**src/rtl/md_unit.sv**
```systemverilog
// -----------------------------------------------------------------------------
// md_unit
//   Multi-cycle multiply/divide unit for the EXE stage. One MULT/MULTU/DIV/DIVU
//   operation is in flight at a time. An operation is requested with start and
//   tracked with busy. Results appear on hi/lo with a one-cycle done pulse and
//   stay registered until the next result is committed.
//
//   Multiply: the product is formed from latched operands and held for MUL_LAT
//   cycles before it is committed.
//   Divide:   restoring, one quotient bit per cycle on magnitudes, then a sign
//             fix-up cycle. Divide by zero short-circuits after one cycle.
//
// Parameters
//   WIDTH    operand width; hi and lo are WIDTH bits each
//   MUL_LAT  cycles spent in MUL before DONE (1..15)
//
// Ports
//   clk          in   rising-edge clock
//   reset        in   asynchronous, active-high reset
//   start        in   operation request, accepted when busy=0 and cancel=0
//   op           in   00 MULT, 01 MULTU, 10 DIV, 11 DIVU (sampled with start)
//   src1         in   multiplicand / dividend
//   src2         in   multiplier / divisor
//   cancel       in   abort the in-flight operation (exception/flush)
//   busy         out  high while an operation is in progress
//   done         out  one-cycle pulse; hi/lo/div_by_zero valid
//   hi           out  product upper half / remainder
//   lo           out  product lower half / quotient
//   div_by_zero  out  with done: the divide had a zero divisor
// -----------------------------------------------------------------------------
module md_unit #(
    parameter int WIDTH   = 32,
    parameter int MUL_LAT = 1
) (
    input  logic             clk,
    input  logic             reset,
    input  logic             start,
    input  logic [1:0]       op,
    input  logic [WIDTH-1:0] src1,
    input  logic [WIDTH-1:0] src2,
    input  logic             cancel,
    output logic             busy,
    output logic             done,
    output logic [WIDTH-1:0] hi,
    output logic [WIDTH-1:0] lo,
    output logic             div_by_zero
);

    // Counter must reach both the divide iteration count and the multiply hold.
    localparam int CNT_W = $clog2(((WIDTH > MUL_LAT) ? WIDTH : MUL_LAT) + 1);

    localparam logic [CNT_W-1:0] MUL_LAST = CNT_W'(MUL_LAT - 1);
    localparam logic [CNT_W-1:0] DIV_LAST = CNT_W'(WIDTH - 1);

    typedef enum logic [2:0] {
        S_IDLE = 3'd0,
        S_MUL  = 3'd1,
        S_DIV  = 3'd2,
        S_FIX  = 3'd3,
        S_DONE = 3'd4
    } state_t;

    // Two's-complement negate when neg is set, pass-through otherwise.
    function automatic logic [WIDTH-1:0] f_cond_neg(
        input logic [WIDTH-1:0] v,
        input logic             neg
    );
        logic [WIDTH-1:0] res;
        if (neg) begin
            res = ~v + {{(WIDTH-1){1'b0}}, 1'b1};
        end else begin
            res = v;
        end
        return res;
    endfunction

    state_t r_state;
    state_t w_next;

    // Latched operation context
    logic             r_signed;   // op[0]==0: MULT or DIV
    logic [WIDTH-1:0] r_a;        // raw src1
    logic [WIDTH-1:0] r_b;        // raw src2
    logic [CNT_W-1:0] r_cnt;

    // Divider datapath: r_quo starts as |dividend| and fills with quotient bits
    logic [WIDTH-1:0] r_dvs;
    logic [WIDTH-1:0] r_rem;
    logic [WIDTH-1:0] r_quo;
    logic             r_neg_q;
    logic             r_neg_r;

    // Result registers
    logic [WIDTH-1:0] r_hi;
    logic [WIDTH-1:0] r_lo;
    logic             r_dbz;

    // Control strobes decoded from the state
    logic w_busy;
    logic w_done;
    logic w_accept;
    logic w_load_mul;
    logic w_load_dbz;
    logic w_load_div;
    logic w_div_step;

    // Accept-time operand conditioning
    logic             w_in_signed;
    logic             w_s1_neg;
    logic             w_s2_neg;
    logic             w_dvs_zero;

    // Multiply / divide datapath wires
    logic [2*WIDTH-1:0] w_mul_a;
    logic [2*WIDTH-1:0] w_mul_b;
    logic [2*WIDTH-1:0] w_prod;
    logic [WIDTH:0]     w_shift;
    logic [WIDTH:0]     w_diff;
    logic               w_ge;

    assign w_in_signed = ~op[0];
    assign w_s1_neg    = w_in_signed & src1[WIDTH-1];
    assign w_s2_neg    = w_in_signed & src2[WIDTH-1];
    assign w_dvs_zero  = (r_dvs == {WIDTH{1'b0}});

    // Extending to 2*WIDTH and keeping the low 2*WIDTH bits of the product
    // gives the same result as a (WIDTH+1)-bit signed/unsigned multiply.
    assign w_mul_a = {{WIDTH{r_signed & r_a[WIDTH-1]}}, r_a};
    assign w_mul_b = {{WIDTH{r_signed & r_b[WIDTH-1]}}, r_b};
    assign w_prod  = w_mul_a * w_mul_b;

    // Restoring step. Since r_rem < r_dvs, w_shift < 2*r_dvs, so the top bit of
    // the difference is a clean borrow indicator.
    assign w_shift = {r_rem, r_quo[WIDTH-1]};
    assign w_diff  = w_shift - {1'b0, r_dvs};
    assign w_ge    = ~w_diff[WIDTH];

    // State register
    always_ff @(posedge clk or posedge reset) begin
        if (reset) begin
            r_state <= S_IDLE;
        end else begin
            r_state <= w_next;
        end
    end

    // Next-state logic
    always_comb begin
        w_next = r_state;
        case (r_state)
            S_IDLE: begin
                if (w_accept) begin
                    w_next = op[1] ? S_DIV : S_MUL;
                end else begin
                    w_next = S_IDLE;
                end
            end
            S_MUL: begin
                if (cancel) begin
                    w_next = S_IDLE;
                end else if (w_load_mul) begin
                    w_next = S_DONE;
                end else begin
                    w_next = S_MUL;
                end
            end
            S_DIV: begin
                if (cancel) begin
                    w_next = S_IDLE;
                end else if (w_dvs_zero) begin
                    w_next = S_DONE;
                end else if (r_cnt == DIV_LAST) begin
                    w_next = S_FIX;
                end else begin
                    w_next = S_DIV;
                end
            end
            S_FIX: begin
                if (cancel) begin
                    w_next = S_IDLE;
                end else begin
                    w_next = S_DONE;
                end
            end
            S_DONE: begin
                if (w_accept) begin
                    w_next = op[1] ? S_DIV : S_MUL;
                end else begin
                    w_next = S_IDLE;
                end
            end
            default: begin
                w_next = S_IDLE;
            end
        endcase
    end

    // Output / strobe decode from the current state
    always_comb begin
        w_busy     = 1'b0;
        w_done     = 1'b0;
        w_accept   = 1'b0;
        w_load_mul = 1'b0;
        w_load_dbz = 1'b0;
        w_load_div = 1'b0;
        w_div_step = 1'b0;
        case (r_state)
            S_IDLE: begin
                w_accept = start & ~cancel;
            end
            S_MUL: begin
                w_busy     = 1'b1;
                w_load_mul = ~cancel & (r_cnt == MUL_LAST);
            end
            S_DIV: begin
                w_busy     = 1'b1;
                w_load_dbz = ~cancel & w_dvs_zero;
                w_div_step = ~cancel & ~w_dvs_zero;
            end
            S_FIX: begin
                w_busy     = 1'b1;
                w_load_div = ~cancel;
            end
            S_DONE: begin
                w_done   = 1'b1;
                w_accept = start & ~cancel;
            end
            default: begin
                w_busy = 1'b0;
            end
        endcase
    end

    // Operand latch, iteration counter and divider shift registers
    always_ff @(posedge clk or posedge reset) begin
        if (reset) begin
            r_signed <= 1'b0;
            r_a      <= {WIDTH{1'b0}};
            r_b      <= {WIDTH{1'b0}};
            r_cnt    <= {CNT_W{1'b0}};
            r_dvs    <= {WIDTH{1'b0}};
            r_rem    <= {WIDTH{1'b0}};
            r_quo    <= {WIDTH{1'b0}};
            r_neg_q  <= 1'b0;
            r_neg_r  <= 1'b0;
        end else if (w_accept) begin
            r_signed <= w_in_signed;
            r_a      <= src1;
            r_b      <= src2;
            r_cnt    <= {CNT_W{1'b0}};
            r_dvs    <= f_cond_neg(src2, w_s2_neg);
            r_rem    <= {WIDTH{1'b0}};
            r_quo    <= f_cond_neg(src1, w_s1_neg);
            r_neg_q  <= w_s1_neg ^ w_s2_neg;
            r_neg_r  <= w_s1_neg;
        end else begin
            if (w_busy) begin
                r_cnt <= r_cnt + CNT_W'(1);
            end else begin
                r_cnt <= r_cnt;
            end
            if (w_div_step) begin
                r_rem <= w_ge ? w_diff[WIDTH-1:0] : w_shift[WIDTH-1:0];
                r_quo <= {r_quo[WIDTH-2:0], w_ge};
            end else begin
                r_rem <= r_rem;
                r_quo <= r_quo;
            end
        end
    end

    // Result registers, written only on the edge that enters DONE
    always_ff @(posedge clk or posedge reset) begin
        if (reset) begin
            r_hi  <= {WIDTH{1'b0}};
            r_lo  <= {WIDTH{1'b0}};
            r_dbz <= 1'b0;
        end else if (w_load_mul) begin
            r_hi  <= w_prod[2*WIDTH-1:WIDTH];
            r_lo  <= w_prod[WIDTH-1:0];
            r_dbz <= 1'b0;
        end else if (w_load_dbz) begin
            r_hi  <= r_a;
            r_lo  <= {WIDTH{1'b1}};
            r_dbz <= 1'b1;
        end else if (w_load_div) begin
            r_hi  <= f_cond_neg(r_rem, r_neg_r);
            r_lo  <= f_cond_neg(r_quo, r_neg_q);
            r_dbz <= 1'b0;
        end else begin
            r_hi  <= r_hi;
            r_lo  <= r_lo;
            r_dbz <= r_dbz;
        end
    end

    assign busy        = w_busy;
    assign done        = w_done;
    assign hi          = r_hi;
    assign lo          = r_lo;
    assign div_by_zero = r_dbz;

endmodule
```
**config.mk**
```make
export PLATFORM = sky130hd
export DESIGN_NAME = md_unit
export DESIGN_NICKNAME = d
export VERILOG_FILES = /design/src/rtl/md_unit.sv
export SDC_FILE = /design/constraint.sdc
export NUM_CORES = 2
export LEC_CHECK = 0
export ABC_CLOCK_PERIOD_IN_PS = 7150
export CORE_ASPECT_RATIO = 1.4
export CORE_MARGIN = 3
export CORE_UTILIZATION = 49
export DETAILED_ROUTE_END_ITERATION = 16
export PLACE_DENSITY_LB_ADDON = 0.08
export RECOVER_POWER = 50
export SLEW_MARGIN = 0
export SYNTH_ARGS = -nofsm -noshare
export SYNTH_HDL_FRONTEND = slang
export SYNTH_SLANG_ARGS = --single-unit
```
**constraint.sdc**
```tcl
create_clock -name clk -period 7.15 [get_ports clk]
set_input_delay 0.715 -clock clk [delete_from_list [all_inputs] [get_ports clk]]
set_output_delay 0.715 -clock clk [all_outputs]
set_load 0.01 [all_outputs]
```
==> metrics.md <==
| Metric | Value |
|---|---|
| RSZ-0062 raised after global routing | `yes` |
| First-pass GRT wire length | `261,300 um` |
| CORE AREA | `104,800 um^2` |
| Chip Width | `281.3 um` |
| Most common cell after layout, fill and taps aside | `inv_1` |
| Antenna viol nets, final | `0` |
| Fmax | `131.1 MHz` |
| Worst setup SP type | `register` |
| GRT Total Usage | `0.3109` |
| Height of the die | `391.5 um` |
| IO Port Bufs | `136` |
| Syn nets | `7,344` |
| Final Cycle Share | `1.067` |
| Max cap viols | `4` |
| Worst EP arrival | `8.03 ns` |
| Vias in the first global route | `45,080` |
| Top_reg_cell synth | `dfrtp_1` |
| CTS tree | `built` |
| Via density | `5.452` |
| H-tree levels | `1` |
| Slowest CP cell | `fa_1` |
| Pre-antenna DRT Iters | `8` |
| Count of different cell masters after synthesis | `73` |
| Share of cells above drive strength 1 | `0.1693` |
| Initial core utilization | `0.4965` |
| Vias | `42,080` |
| Post-Synth Simple-Gate Area | `0.1640` |
| Residual DRC | `0` |
| Warnings, synthesis | `0` |
| Cell repeated most along the worst path | `fa_1` |
| Layout area overhead | `21.11%` |
| Setup Skew | `0.02078 ns` |
| Largest family of logic cells by synthesized area | `adder cells` |
| Most frequent cells in the layout | `inv_1, nand2_1, fa_1, buf_4, and2_1` |
| Mux contribution to synthesized area | `0.005798` |
| I/O pin total | `137` |
| Critical path class | `register to register` |
| CP peak stage delay | `0.54 ns` |
| Final net count | `7,797` |
| DR WL/cell | `21.80 um` |
| Clk pin slew, worst setup/hold paths | `0.07 ns` |
| Hold-fix buffers, CTS | `0` |
| Placed standard-cell area | `58,790 um^2` |
| CTS Sinks | `236` |
| Num CTS Buffers | `25` |
| Area of the multi-input gates | `42,200 um^2` |
| Xor/xnor cell area share of the yosys netlist | `0.03739` |
| Ys async rst share | `1.000` |
| Class of the worst hold path | `register to register` |
| Compound-gate portion of the synthesized area | `0.07492` |
| Critical-path maximum fanout | `6` |
| Endpoint class of the critical path | `register` |
| Total Wirelength | `168,300 um` |
| HPWL after DPL | `133,900 um` |
| Mean Syn Cell Area | `8.817 um^2` |
| Post-synthesis register bit count | `236` |
| Root buf cell | `clkbuf_16` |
| Seq. cell area | `5927 um^2` |
| Post-route setup slack | `-0.4758 ns` |
| Synth Instances | `5,898` |
| Slew margin rel. | `-2.031` |
| Die area | `110,100 um^2` |
| Post-Synth Adder-Cell Area | `0.4936` |
| Clock latency on the worst-skew pair | `0.55 ns` |
| Post-synthesis sequential area ratio | `0.1136` |
| Fin crit period | `7.626 ns` |
| Final slew viol count | `470` |
| Post-synth EDFFs | `0` |
| WP data required | `7.56 ns` |
| Final Cell Area | `62,980 um^2` |
| Total global routing overflow | `0` |
| Violated checks | `capacitance limit, slew limit, setup timing` |
| FILL cells | `9,131` |
| Initial antenna violation count | `5` |
| Final Hold Fails | `0` |
| Largest net degree at the start of global routing | `229` |
| Worst Tran Pin Value | `4.547 ns` |
| Syn Std Cell Area | `52,000 um^2` |
| Detailed Route Iter0 Violations | `2,490` |
| Status | `finished, violations left` |
| GP Congestion | `0.9515` |
| Setup violators final | `36` |
| Clk buf depth | `3` |
| Row cnt | `140` |
| Fin util | `0.6013` |
==> sequential cells by signal, indices dropped and copies added, names as in the netlist <==
| register | count |
|---|---|
| r_neg_r | 1 |
| r_a | 32 |
| r_neg_q | 1 |
| r_b | 32 |
| r_quo | 32 |
| r_state | 3 |
| r_cnt | 6 |
| r_dvs | 31 |
| lo | 32 |
| div_by_zero | 1 |
| hi | 32 |
| r_rem | 32 |
| r_signed | 1 |
==> path summary, 6_finish.rpt <==
path	startpoint	endpoint	slack (ns)	cells after the start
worst min register to register	div_by_zero$_DFFE_PP0P_	div_by_zero$_DFFE_PP0P_	0.47	1
min in group asynchronous	reset	r_quo[3]$_DFFE_PP0P_	0.96	2
max in group asynchronous	reset	r_b[11]$_DFFE_PP0P_	1.38	3
worst max register to register	r_b[6]$_DFFE_PP0P_	hi[27]$_DFFE_PP0P_	-0.48	29
worst min-delay path	div_by_zero$_DFFE_PP0P_	div_by_zero$_DFFE_PP0P_	0.47	1
worst max-delay path	r_b[6]$_DFFE_PP0P_	hi[27]$_DFFE_PP0P_	-0.48	29
==> cell families (layout without fill, tap and decap cells) <==
| kind of cell | count (synthesis) | count (layout) |
|---|---|---|
| AO/OA/AOI/OAI | 634 | 634 |
| XOR/XNOR | 222 | 222 |
| buffers and inverters | 1522 | 1993 |
| other | 0 | 1 |
| flip-flops | 236 | 236 |
| AND/OR/NAND/NOR | 1878 | 1878 |
| adder cells (fa/ha/maj) | 1376 | 1376 |
| multiplexers | 30 | 30 |
==> layout make-up <==
class | count | area share
multi-input combinational | 4140 | 0.6700
timing repair buffer | 779 | 0.1267
sequential | 236 | 0.09411
inverter | 1169 | 0.06987
tap | 1349 | 0.02680
clock buffer | 35 | 0.01148
clock inverter | 10 | 0.001073
antenna | 1 | 0.00003973
==> critical path, delay by kind of cell (launching register included) <==
family / cells / cell delay [ns]
adders and majority gates: 9 / 4.28
AOI/OAI and AO/OA: 8 / 1.47
buffers and inverters: 9 / 0.88
DFF: 1 / 0.41
and+or+nand+nor: 2 / 0.26
xor gates and xnor gates: 1 / 0.18
==> synthesized netlist by cell type (6+ instances only) <==
cell type  number  area [um^2]
inv_1        1169         4388
fa_1         1126        22540
nand2_1      1096         4114
and2_1        361         2258
clkbuf_1      331         1242
ha_1          250         3128
dfrtp_1       236         5906
o21ai_0       194        970.9
nor2_1        188        705.7
a21oi_1       169        845.8
xnor2_1       123         1077
xor2_1         99        867.1
nand3_1        54        270.3
a31oi_1        43        269.0
a21o_1         37        277.8
o31ai_1        36        270.3
a211oi_1       29        217.7
mux2i_1        29        290.3
and3_1         27        168.9
nor3_1         24        120.1
nand2b_1       22        137.6
nor4_1         22        137.6
nand4_1        17        106.4
a221oi_1       16        140.1
o41ai_1        16        140.1
buf_1          15        56.30
o21bai_1       15        112.6
nor2b_1        13        81.33
or4_1          13        97.59
or3_1          11        68.82
o211ai_1       10        75.07
or2_2          10        62.56
o22ai_1         9        56.30
a2111oi_0       6        52.55
a21boi_0        6        45.04
==> metal layers <==
metal	global-route usage	wire, um	vias to the layer above
met1	0.3990	66120	21890
met2	0.5576	87120	1239
met4	0.09134	6655	4
met3	0.03000	8387	311
li1	-	-	18640
met5	0	27	-
==> what timing repair did <==
item                       4_1_cts  5_1_grt
buffers inserted                77       58
setup endpoints to repair       40       45
cloned                           6        8
pin swaps                      169      176
resized for setup              249      243
==> through the flow <==
stage	std cells	worst slack [ns]	TNS, ns	hold slack, ns
finish	7719	-0.4758	-11.43	0.4747
global route	7719	-0.6521	-18.47	0.4836
CTS	7661	-0.4882	-10.67	0.4831
detailed placement	7536	-0.9456	-21.32	0.4684
global placement	7536	-0.9263	-20.67	0.4626
floorplan	5898	-0.1857	-0.6089	0.4643
Power is not shown: default switching activity piles up to over one toggle a cycle in this logic, so the estimate is an artifact.
